$ cat src/rtl/mem_port_arbiter_pkg.sv
// Shared definitions for the unified I/D memory port arbiter.
// FSM state encodings, port identifiers and default widths.
package mem_port_arbiter_pkg;

  localparam int DEF_ADDR_W = 32;
  localparam int DEF_XLEN   = 32;
  localparam int WDOG_W     = 8;

  typedef enum logic [1:0] {
    ST_IDLE   = 2'd0,
    ST_BUSY_I = 2'd1,
    ST_BUSY_D = 2'd2
  } arb_state_t;

  typedef enum logic {
    PORT_I = 1'b0,
    PORT_D = 1'b1
  } port_t;

endpackage

$ cat src/rtl/mem_port_arbiter_watchdog.sv
// Transaction watchdog: counts BUSY cycles without an ack.
// Raises expire on the last allowed cycle and keeps a sticky bus error.
module mem_port_arbiter_watchdog
  import mem_port_arbiter_pkg::*;
#(
  parameter int TIMEOUT = 255
) (
  input  logic clk,
  input  logic reset,
  input  logic start,
  input  logic busy,
  input  logic ack,
  output logic expire,
  output logic bus_err
);

  logic [WDOG_W-1:0] wdog;

  // wdog holds the number of BUSY cycles already spent, so the abort
  // happens after exactly TIMEOUT unacknowledged BUSY cycles.
  assign expire = busy && !ack && (wdog == WDOG_W'(TIMEOUT - 1));

  always_ff @(posedge clk) begin
    if (reset) begin
      wdog    <= '0;
      bus_err <= 1'b0;
    end else begin
      if (start) begin
        wdog <= '0;
      end else if (busy && !ack && !expire) begin
        wdog <= wdog + 1'b1;
      end
      if (expire) begin
        bus_err <= 1'b1;
      end
    end
  end

endmodule

$ cat src/rtl/mem_port_arbiter.sv
// Arbitrates one single-port unified memory between fetch (I) and memory stage (D).
// D has priority, bounded by a streak limit so a pending fetch is not starved.
module mem_port_arbiter
  import mem_port_arbiter_pkg::*;
#(
  parameter int ADDR_W       = DEF_ADDR_W,
  parameter int XLEN         = DEF_XLEN,
  parameter int MAX_D_STREAK = 4,
  parameter int TIMEOUT      = 255
) (
  input  logic              clk,
  input  logic              reset,
  input  logic              i_req,
  input  logic [ADDR_W-1:0] i_addr,
  output logic              i_ready,
  output logic [XLEN-1:0]   i_rdata,
  input  logic              d_req,
  input  logic              d_we,
  input  logic [XLEN/8-1:0] d_be,
  input  logic [ADDR_W-1:0] d_addr,
  input  logic [XLEN-1:0]   d_wdata,
  output logic              d_ready,
  output logic [XLEN-1:0]   d_rdata,
  output logic              mem_req,
  output logic              mem_we,
  output logic [XLEN/8-1:0] mem_be,
  output logic [ADDR_W-1:0] mem_addr,
  output logic [XLEN-1:0]   mem_wdata,
  input  logic [XLEN-1:0]   mem_rdata,
  input  logic              mem_ack,
  output logic              stall_f,
  output logic              stall_m,
  output logic              bus_err
);

  arb_state_t state;
  logic [3:0] streak;
  logic       i_elig;
  logic       d_elig;
  logic       busy;
  logic       grant_valid;
  port_t      grant_port;
  logic       wd_expire;

  // A requester whose ready is high this cycle is retiring, not asking again.
  assign i_elig  = i_req && !i_ready;
  assign d_elig  = d_req && !d_ready;
  assign busy    = (state != ST_IDLE);
  assign stall_f = i_req && !i_ready;
  assign stall_m = d_req && !d_ready;

  always_comb begin
    grant_valid = 1'b0;
    grant_port  = PORT_I;
    if (state == ST_IDLE) begin
      if (d_elig && (!i_elig || (int'(streak) < MAX_D_STREAK))) begin
        grant_valid = 1'b1;
        grant_port  = PORT_D;
      end else if (i_elig) begin
        grant_valid = 1'b1;
      end
    end
  end

  mem_port_arbiter_watchdog #(
    .TIMEOUT(TIMEOUT)
  ) u_watchdog (
    .clk    (clk),
    .reset  (reset),
    .start  (grant_valid),
    .busy   (busy),
    .ack    (mem_ack),
    .expire (wd_expire),
    .bus_err(bus_err)
  );

  // A timed-out transaction still retires with a ready pulse and zero data
  // so the pipeline drains instead of hanging.
  always_ff @(posedge clk) begin
    if (reset) begin
      state     <= ST_IDLE;
      streak    <= '0;
      mem_req   <= 1'b0;
      mem_we    <= 1'b0;
      mem_be    <= '0;
      mem_addr  <= '0;
      mem_wdata <= '0;
      i_ready   <= 1'b0;
      d_ready   <= 1'b0;
      i_rdata   <= '0;
      d_rdata   <= '0;
    end else begin
      i_ready <= 1'b0;
      d_ready <= 1'b0;
      case (state)
        ST_IDLE: begin
          if (grant_valid) begin
            mem_req <= 1'b1;
            if (grant_port == PORT_D) begin
              state     <= ST_BUSY_D;
              mem_we    <= d_we;
              mem_be    <= d_be;
              mem_addr  <= d_addr;
              mem_wdata <= d_wdata;
              streak    <= i_elig ? streak + 4'd1 : 4'd0;
            end else begin
              state    <= ST_BUSY_I;
              mem_we   <= 1'b0;
              mem_be   <= '1;
              mem_addr <= i_addr;
              streak   <= 4'd0;
            end
          end
        end
        ST_BUSY_I, ST_BUSY_D: begin
          if (mem_ack || wd_expire) begin
            state   <= ST_IDLE;
            mem_req <= 1'b0;
            if (state == ST_BUSY_I) begin
              i_ready <= 1'b1;
              i_rdata <= mem_ack ? mem_rdata : '0;
            end else begin
              d_ready <= 1'b1;
              if (!mem_ack) begin
                d_rdata <= '0;
              end else if (!mem_we) begin
                d_rdata <= mem_rdata;
              end
            end
          end
        end
        default: state <= ST_IDLE;
      endcase
    end
  end

endmodule

$ cat config.mk
export PLATFORM = sky130hd
export DESIGN_NAME = mem_port_arbiter
export DESIGN_NICKNAME = d
export VERILOG_FILES = /design/src/rtl/mem_port_arbiter_pkg.sv /design/src/rtl/mem_port_arbiter_watchdog.sv /design/src/rtl/mem_port_arbiter.sv
export SDC_FILE = /design/constraint.sdc
export NUM_CORES = 1
export LEC_CHECK = 0
export CORE_UTILIZATION = 36
export DETAILED_ROUTE_END_ITERATION = 8
export GPL_ROUTABILITY_DRIVEN = 0
export GPL_TIMING_DRIVEN = 0
export PLACE_DENSITY = 0.76
export SLEW_MARGIN = 20
export SYNTH_ARGS = -nofsm -noshare
export SYNTH_HDL_FRONTEND = slang
export SYNTH_SLANG_ARGS = --single-unit
$ cat constraint.sdc
create_clock -name clk -period 1.85 [get_ports clk]
set_input_delay 0.4625 -clock clk [delete_from_list [all_inputs] [get_ports clk]]
set_output_delay 0.4625 -clock clk [all_outputs]
set_load 0.01 [all_outputs]
==> impl_metrics.env, run 1 <==
export IMPL_status="complete, no violations"
export IMPL_powerDensity_nw_per_um2=1027
export IMPL_die_x_um=126.5
export IMPL_clk_pin_slew_ns=0.06
export IMPL_power_frac_comb_pct=23.2
export IMPL_ant_nets=0
export IMPL_die_h_um=126.5
export IMPL_finalCriticalPeriod_ns=1.806
export IMPL_root_buffer="clkbuf_16"
export IMPL_start_kind="flop"
export IMPL_cts_sinks=151
export IMPL_synth_ff_type="dfxtp_1"
export IMPL_min_path_cells=2
export IMPL_ys_ff_latch=151
export IMPL_hold_path_class="flop to flop"
export IMPL_p_int_w=0.007052
export IMPL_core_um2=15150
export IMPL_ir_drop_v=0.0007243
export IMPL_rows=45
export IMPL_wl_per_cell_um=16.80
export IMPL_cp_slowest_cell="clkdlybuf4s50_1"
export IMPL_slew_headroom_pct=60.44
export IMPL_vias=5364
export IMPL_ys_types=44
export IMPL_setup_viol=0
export IMPL_clock_latency_ns=0.42
export IMPL_drive_gt1_share_pct=10.90
export IMPL_area_growth_syn_to_layout_pct=68.60
export IMPL_pwr_share_clk_pct=38.2
export IMPL_skew_ns=0.01129
export IMPL_fillers=1304
export IMPL_reg2reg_depth=7
export IMPL_tightest_slew_ns=0.5934
export IMPL_post_route_period_util_pct=97.61
export IMPL_cts_tree="yes"
export IMPL_ys_top_cells_by_area="dfxtp_1 (54%), nand2_1 (6.8%), a21oi_1 (6.1%), mux2i_1 (5.9%), a22o_1 (5.2%)"
export IMPL_grt_usage_pct=22.00
export IMPL_syn_num_nets=719
export IMPL_io_buffers=275
export IMPL_dp_hpwl_um=13250
export IMPL_synth_seq_area_share_pct=54.15
export IMPL_io_pins=277
export IMPL_initial_core_util_pct=36.86
export IMPL_hold_ws_ns=0.4527
export IMPL_p_sw_share_pct=27.08
export IMPL_pwr_share_seq_pct=38.6
export IMPL_slowest_delay_ns=0.59
export IMPL_path_class="flop to output port"
export IMPL_synthCells=576
export IMPL_nets=1020
export IMPL_maxCapViolations=0
export IMPL_critPathTopFamily="buffers and inverters"
export IMPL_cp_required_ns=1.39
export IMPL_grt_max_degree=17
export IMPL_antenna_cells=0
export IMPL_grt_pass1_vias=5078
export IMPL_synthArstFlopShare_pct=0
export IMPL_crit_fanout=2
export IMPL_routed_via_density=4.976
export IMPL_cts_htree_levels=4
export IMPL_synth_edf_count=0
export IMPL_power_net_switching_w=0.002619
export IMPL_dr_first_iter_drc_count=233
export IMPL_crit_buf_inv=1
export IMPL_hold_violations=0
export IMPL_cts_made_buffers=17
export IMPL_crit_chain="clkdlybuf4s50_1"
export IMPL_drcViolationCount=0
export IMPL_dp_cells=1039
export IMPL_drv_slew=0
export IMPL_finish_utilization_pct=62.15
export IMPL_grt_pass1_wl_um=27300
export IMPL_drtPass1Iterations=4
export IMPL_die_area_um2=16010
export IMPL_final_cells=1078
export IMPL_leakage_nw=3.658
export IMPL_yosys_warnings=0
export IMPL_yosysTopAreaCell="dfxtp_1"
export IMPL_wirelength_um=18110
export IMPL_avgSynthCellArea_um2=9.692
export IMPL_antenna_found_initial=0
export IMPL_hold_buffers=0
export IMPL_path_depth=1
export IMPL_syn_area_um2=5583
export IMPL_arrival_ns=1.34
export IMPL_synth_top_area_share_pct=54.15
export IMPL_fmax_mhz=553.8
export IMPL_clock_path_buffers=2
export IMPL_end_kind="output port"
export IMPL_gr_total_overflow=0
cell families after synthesis:
logic type      synth area share, %
compound gates                22.95
buf+inv                       4.191
xor+xnor                     0.6276
simple gates                  10.65
flops                         54.15
fa+ha+maj                     1.121
mux                           6.320
path summary, 6_finish.rpt:
path	slack (ns)	start	end
min reg2reg	0.45	mem_wdata[27]	mem_wdata[27]
max reg2reg	0.07	state[0]	d_rdata[22]
max	0.04	mem_addr[27]	mem_addr[27]
min	0.45	mem_wdata[27]	mem_wdata[27]
what timing repair did:
item,CTS,global route
setup endpoints to repair,116,131
setup buffers,2,2
cloned,1,2
pin swaps,2,2
resized for setup,35,60
power groups by stage:
| stage | Combinational, W | Sequential (W) | Clock, W |
|---|---|---|---|
| floorplan | 0.000814 | 0.00392 | 0 |
| CTS | 0.00216 | 0.00373 | 0.00375 |
| finish | 0.00225 | 0.00373 | 0.00369 |
| global route | 0.00240 | 0.00376 | 0.00389 |
| global placement | 0.00209 | 0.00378 | 0 |
| detailed placement | 0.00212 | 0.00379 | 0 |
metal layers:
layer	wire length, um	vias to the layer above	track usage (%)
li1	-	2654	-
met1	7937	2520	26.65
met2	8632	165	36.46
met3	1188	25	6.917
met4	355	0	8.434
met5	0	-	0
cell usage in the layout (no fill, tap or decap), types with 6 or more instances in the layout:
cell	n
o2bb2ai_1	32
dfxtp_1	149
buf_6	8
o21ai_1	7
clkdlybuf4s50_1	267
a21oi_1	68
o21ai_0	31
clkbuf_16	17
clkbuf_1	11
clkbuf_4	8
inv_1	6
nor2_1	13
a22o_1	33
buf_2	7
clkbuf_2	11
buf_4	7
mux2i_1	33
nand2_1	99
state kept, by name, summed over array words and instances, names as in the netlist:
name,cells
d_rdata,32
d_ready,1
i_rdata,32
i_ready,1
mem_addr,32
mem_be,4
mem_req,1
mem_wdata,32
mem_we,1
state,2
streak,4
u_watchdog.bus_err,1
u_watchdog.wdog,8
cell type report:
| cell class | instances | area [um^2] | area share, % |
|---|---|---|---|
| clock buffer | 19 | 432.9 | 4.599 |
| buffer | 43 | 281.5 | 2.991 |
| inverter | 8 | 30.03 | 0.3190 |
| sequential | 151 | 3025 | 32.14 |
| multi-input combinational | 375 | 2409 | 25.59 |
| tap | 188 | 235.2 | 2.499 |
| timing repair buffer | 281 | 2805 | 29.80 |
| clock inverter | 13 | 193.9 | 2.060 |
metrics by stage:
step	TNS, ns	worst slack [ns]	cell area, um^2	power [W]
6_report	0	0.04420	9413	0.009670
5_1_grt	-0.02841	-0.007103	9413	0.01005
4_1_cts	0	0.0001597	9289	0.009641
3_5_place_dp	-61.80	-0.6091	8571	0.005908
3_3_place_gp	-58.88	-0.5674	8571	0.005879
2_1_floorplan	0	0.05900	5583	0.004734
synth_stat cells, drive strengths merged (5+ instances only):
master and instances:
dfxtp 151, nand2 101, a21oi 68, o21ai 39, a22o 33, mux2i 33
o2bb2ai 32, clkbuf 24, buf 19, nor2 16, inv 8, ha 5
Power figures use the tool's default switching activity.
==> run 2, diff against run 1 <==
- CTS_BUF_LIST: default -> sky130_fd_sc_hd__clkbuf_16
- PLACE_DENSITY: 0.76 -> 0.8
==> impl_metrics.env, run 2 (synthesis results as in run 1) <==
export IMPL_final_cells=1074
export IMPL_cts_made_buffers=17
export IMPL_end_kind="output port"
export IMPL_tightest_slew_ns=0.5842
export IMPL_antenna_cells=0
export IMPL_finalCriticalPeriod_ns=1.796
export IMPL_ir_drop_v=0.0006666
export IMPL_routed_via_density=4.971
export IMPL_clk_pin_slew_ns=0.06
export IMPL_slowest_delay_ns=0.59
export IMPL_min_to="mem_wdata[10]"
export IMPL_die_x_um=126.5
export IMPL_rsz0062_at_grt="no"
export IMPL_rows=45
export IMPL_leakage_nw=3.606
export IMPL_wirelength_um=18330
export IMPL_dr_first_iter_drc_count=162
export IMPL_crit_fanout=2
export IMPL_final_common_cell="clkdlybuf4s50_1"
export IMPL_min_path_cells=2
export IMPL_hold_violations=0
export IMPL_start_kind="flop"
export IMPL_crit_buf_inv=1
export IMPL_area_growth_syn_to_layout_pct=65.89
export IMPL_clock_latency_ns=0.41
export IMPL_drtPass1Iterations=6
export IMPL_drv_slew=0
export IMPL_cts_htree_levels=4
export IMPL_ant_nets=0
export IMPL_cp_slowest_cell="clkdlybuf4s50_1"
export IMPL_arrival_ns=1.33
export IMPL_reg2reg_depth=7
export IMPL_crit_chain="clkdlybuf4s50_1"
export IMPL_cts_tree="yes"
export IMPL_dp_hpwl_um=13500
export IMPL_setup_viol=0
export IMPL_io_pins=277
export IMPL_post_route_period_util_pct=97.11
export IMPL_drcViolationCount=0
export IMPL_skew_ns=0.006922
export IMPL_rrSetupSlack_ns=0.09
export IMPL_core_um2=15150
export IMPL_finish_utilization_pct=61.15
export IMPL_power_w=0.008912
export IMPL_fmax_mhz=556.7
export IMPL_path_class="flop to output port"
export IMPL_grt_max_degree=17
export IMPL_nets=1019
export IMPL_status="complete, no violations"
export IMPL_drive_gt1_share_pct=10.16
export IMPL_worstReg2RegStart="u_watchdog.wdog[0]"
export IMPL_final_cell_mix="clkdlybuf4s50_1 (267), dfxtp_1 (149), nand2_1 (100), a21oi_1 (68), o21ai_0 (38)"
export IMPL_grt_pass1_vias=5264
export IMPL_dp_cells=1039
export IMPL_hold_ws_ns=0.4520
export IMPL_io_buffers=275
export IMPL_wl_per_cell_um=17.06
export IMPL_powerDensity_nw_per_um2=962.2
export IMPL_initial_core_util_pct=36.86
export IMPL_grt_pass1_wl_um=27790
export IMPL_critPathTopFamily="buffers and inverters"
export IMPL_die_h_um=126.5
export IMPL_cts_sinks=151
export IMPL_vias=5339
export IMPL_gr_total_overflow=0
export IMPL_clock_path_buffers=2
export IMPL_grt_usage_pct=22.59
export IMPL_cp_required_ns=1.39
export IMPL_hold_path_class="flop to flop"
export IMPL_antenna_found_initial=0
export IMPL_die_area_um2=16010
export IMPL_r2r_end="d_rdata[27]"
export IMPL_slew_headroom_pct=61.06
export IMPL_hp_start="mem_wdata[10]"
export IMPL_maxCapViolations=0
export IMPL_root_buffer="clkbuf_16"
[run 2: cell type report]
class,instances,area [um^2]
clock buffer,17,425.4
timing repair buffer,281,2805
inverter,8,32.53
clock inverter,12,67.56
sequential,151,3025
fill,1296,5884
buffer,43,255.2
multi-input combinational,374,2415
tap,188,235.2
[run 2: metal layers]
| layer | share of wire (%) | vias up | track usage [%] |
|---|---|---|---|
| li1 | - | 2647 | - |
| met5 | 0 | - | 0 |
| met4 | 1.5 | 0 | 7.158 |
| met1 | 41 | 2491 | 25.54 |
| met2 | 49 | 177 | 39.00 |
| met3 | 8.2 | 24 | 8.857 |
[run 2: worst max-delay path by stage]
stage | from | to | slack (ns) | cells past startpoint
after floorplan | state[0] | u_watchdog.wdog[7] | 0.06 | 7
after global placement | i_req | mem_addr[8] | -0.60 | 6
after detailed placement | i_req | mem_addr[8] | -0.61 | 6
after CTS | d_rdata[23] | d_rdata[23] | 0.007 | 1
after global routing | d_req | mem_addr[18] | 0.001 | 8
final | mem_addr[19] | mem_addr[19] | 0.05 | 1
[run 2: worst register-to-register path, stage by stage, from the launching register on]
cell and delay [ns]:
dfxtp_2 0.34, inv_2 0.06, ha_2 0.19, nand3_4 0.10
o31a_4 0.40, o21a_4 0.23, buf_6 0.15, a22o_1 0.19
[run 2: report_power, final]
part	switching (W)	internal (W)	total, W	leakage, nW
Combinational	0.00104	0.00118	0.00222	2.13
Sequential	0.000165	0.00357	0.00373	1.23
Clock	0.00130	0.00166	0.00296	0.242
Total	0.00250	0.00641	0.00891	3.61
[run 2: repair_timing]
action                                  CTS  global route
setup buffers                             2             3
hold buffers                              0             0
endpoints found under the setup margin  122            89
pin swaps                                 1             2
gates cloned                              1             0
gates resized for setup                  38            31
[run 2: metrics by stage]
| step | setup WS, ns | area, um^2 | setup TNS [ns] |
|---|---|---|---|
| finish | 0.05355 | 9261 | 0 |
| global route | 0.001240 | 9261 | 0 |
| CTS | 0.006525 | 9174 | 0 |
| detailed placement | -0.6114 | 8571 | -61.83 |
| global placement | -0.6001 | 8571 | -60.12 |
| floorplan | 0.05900 | 5583 | 0 |
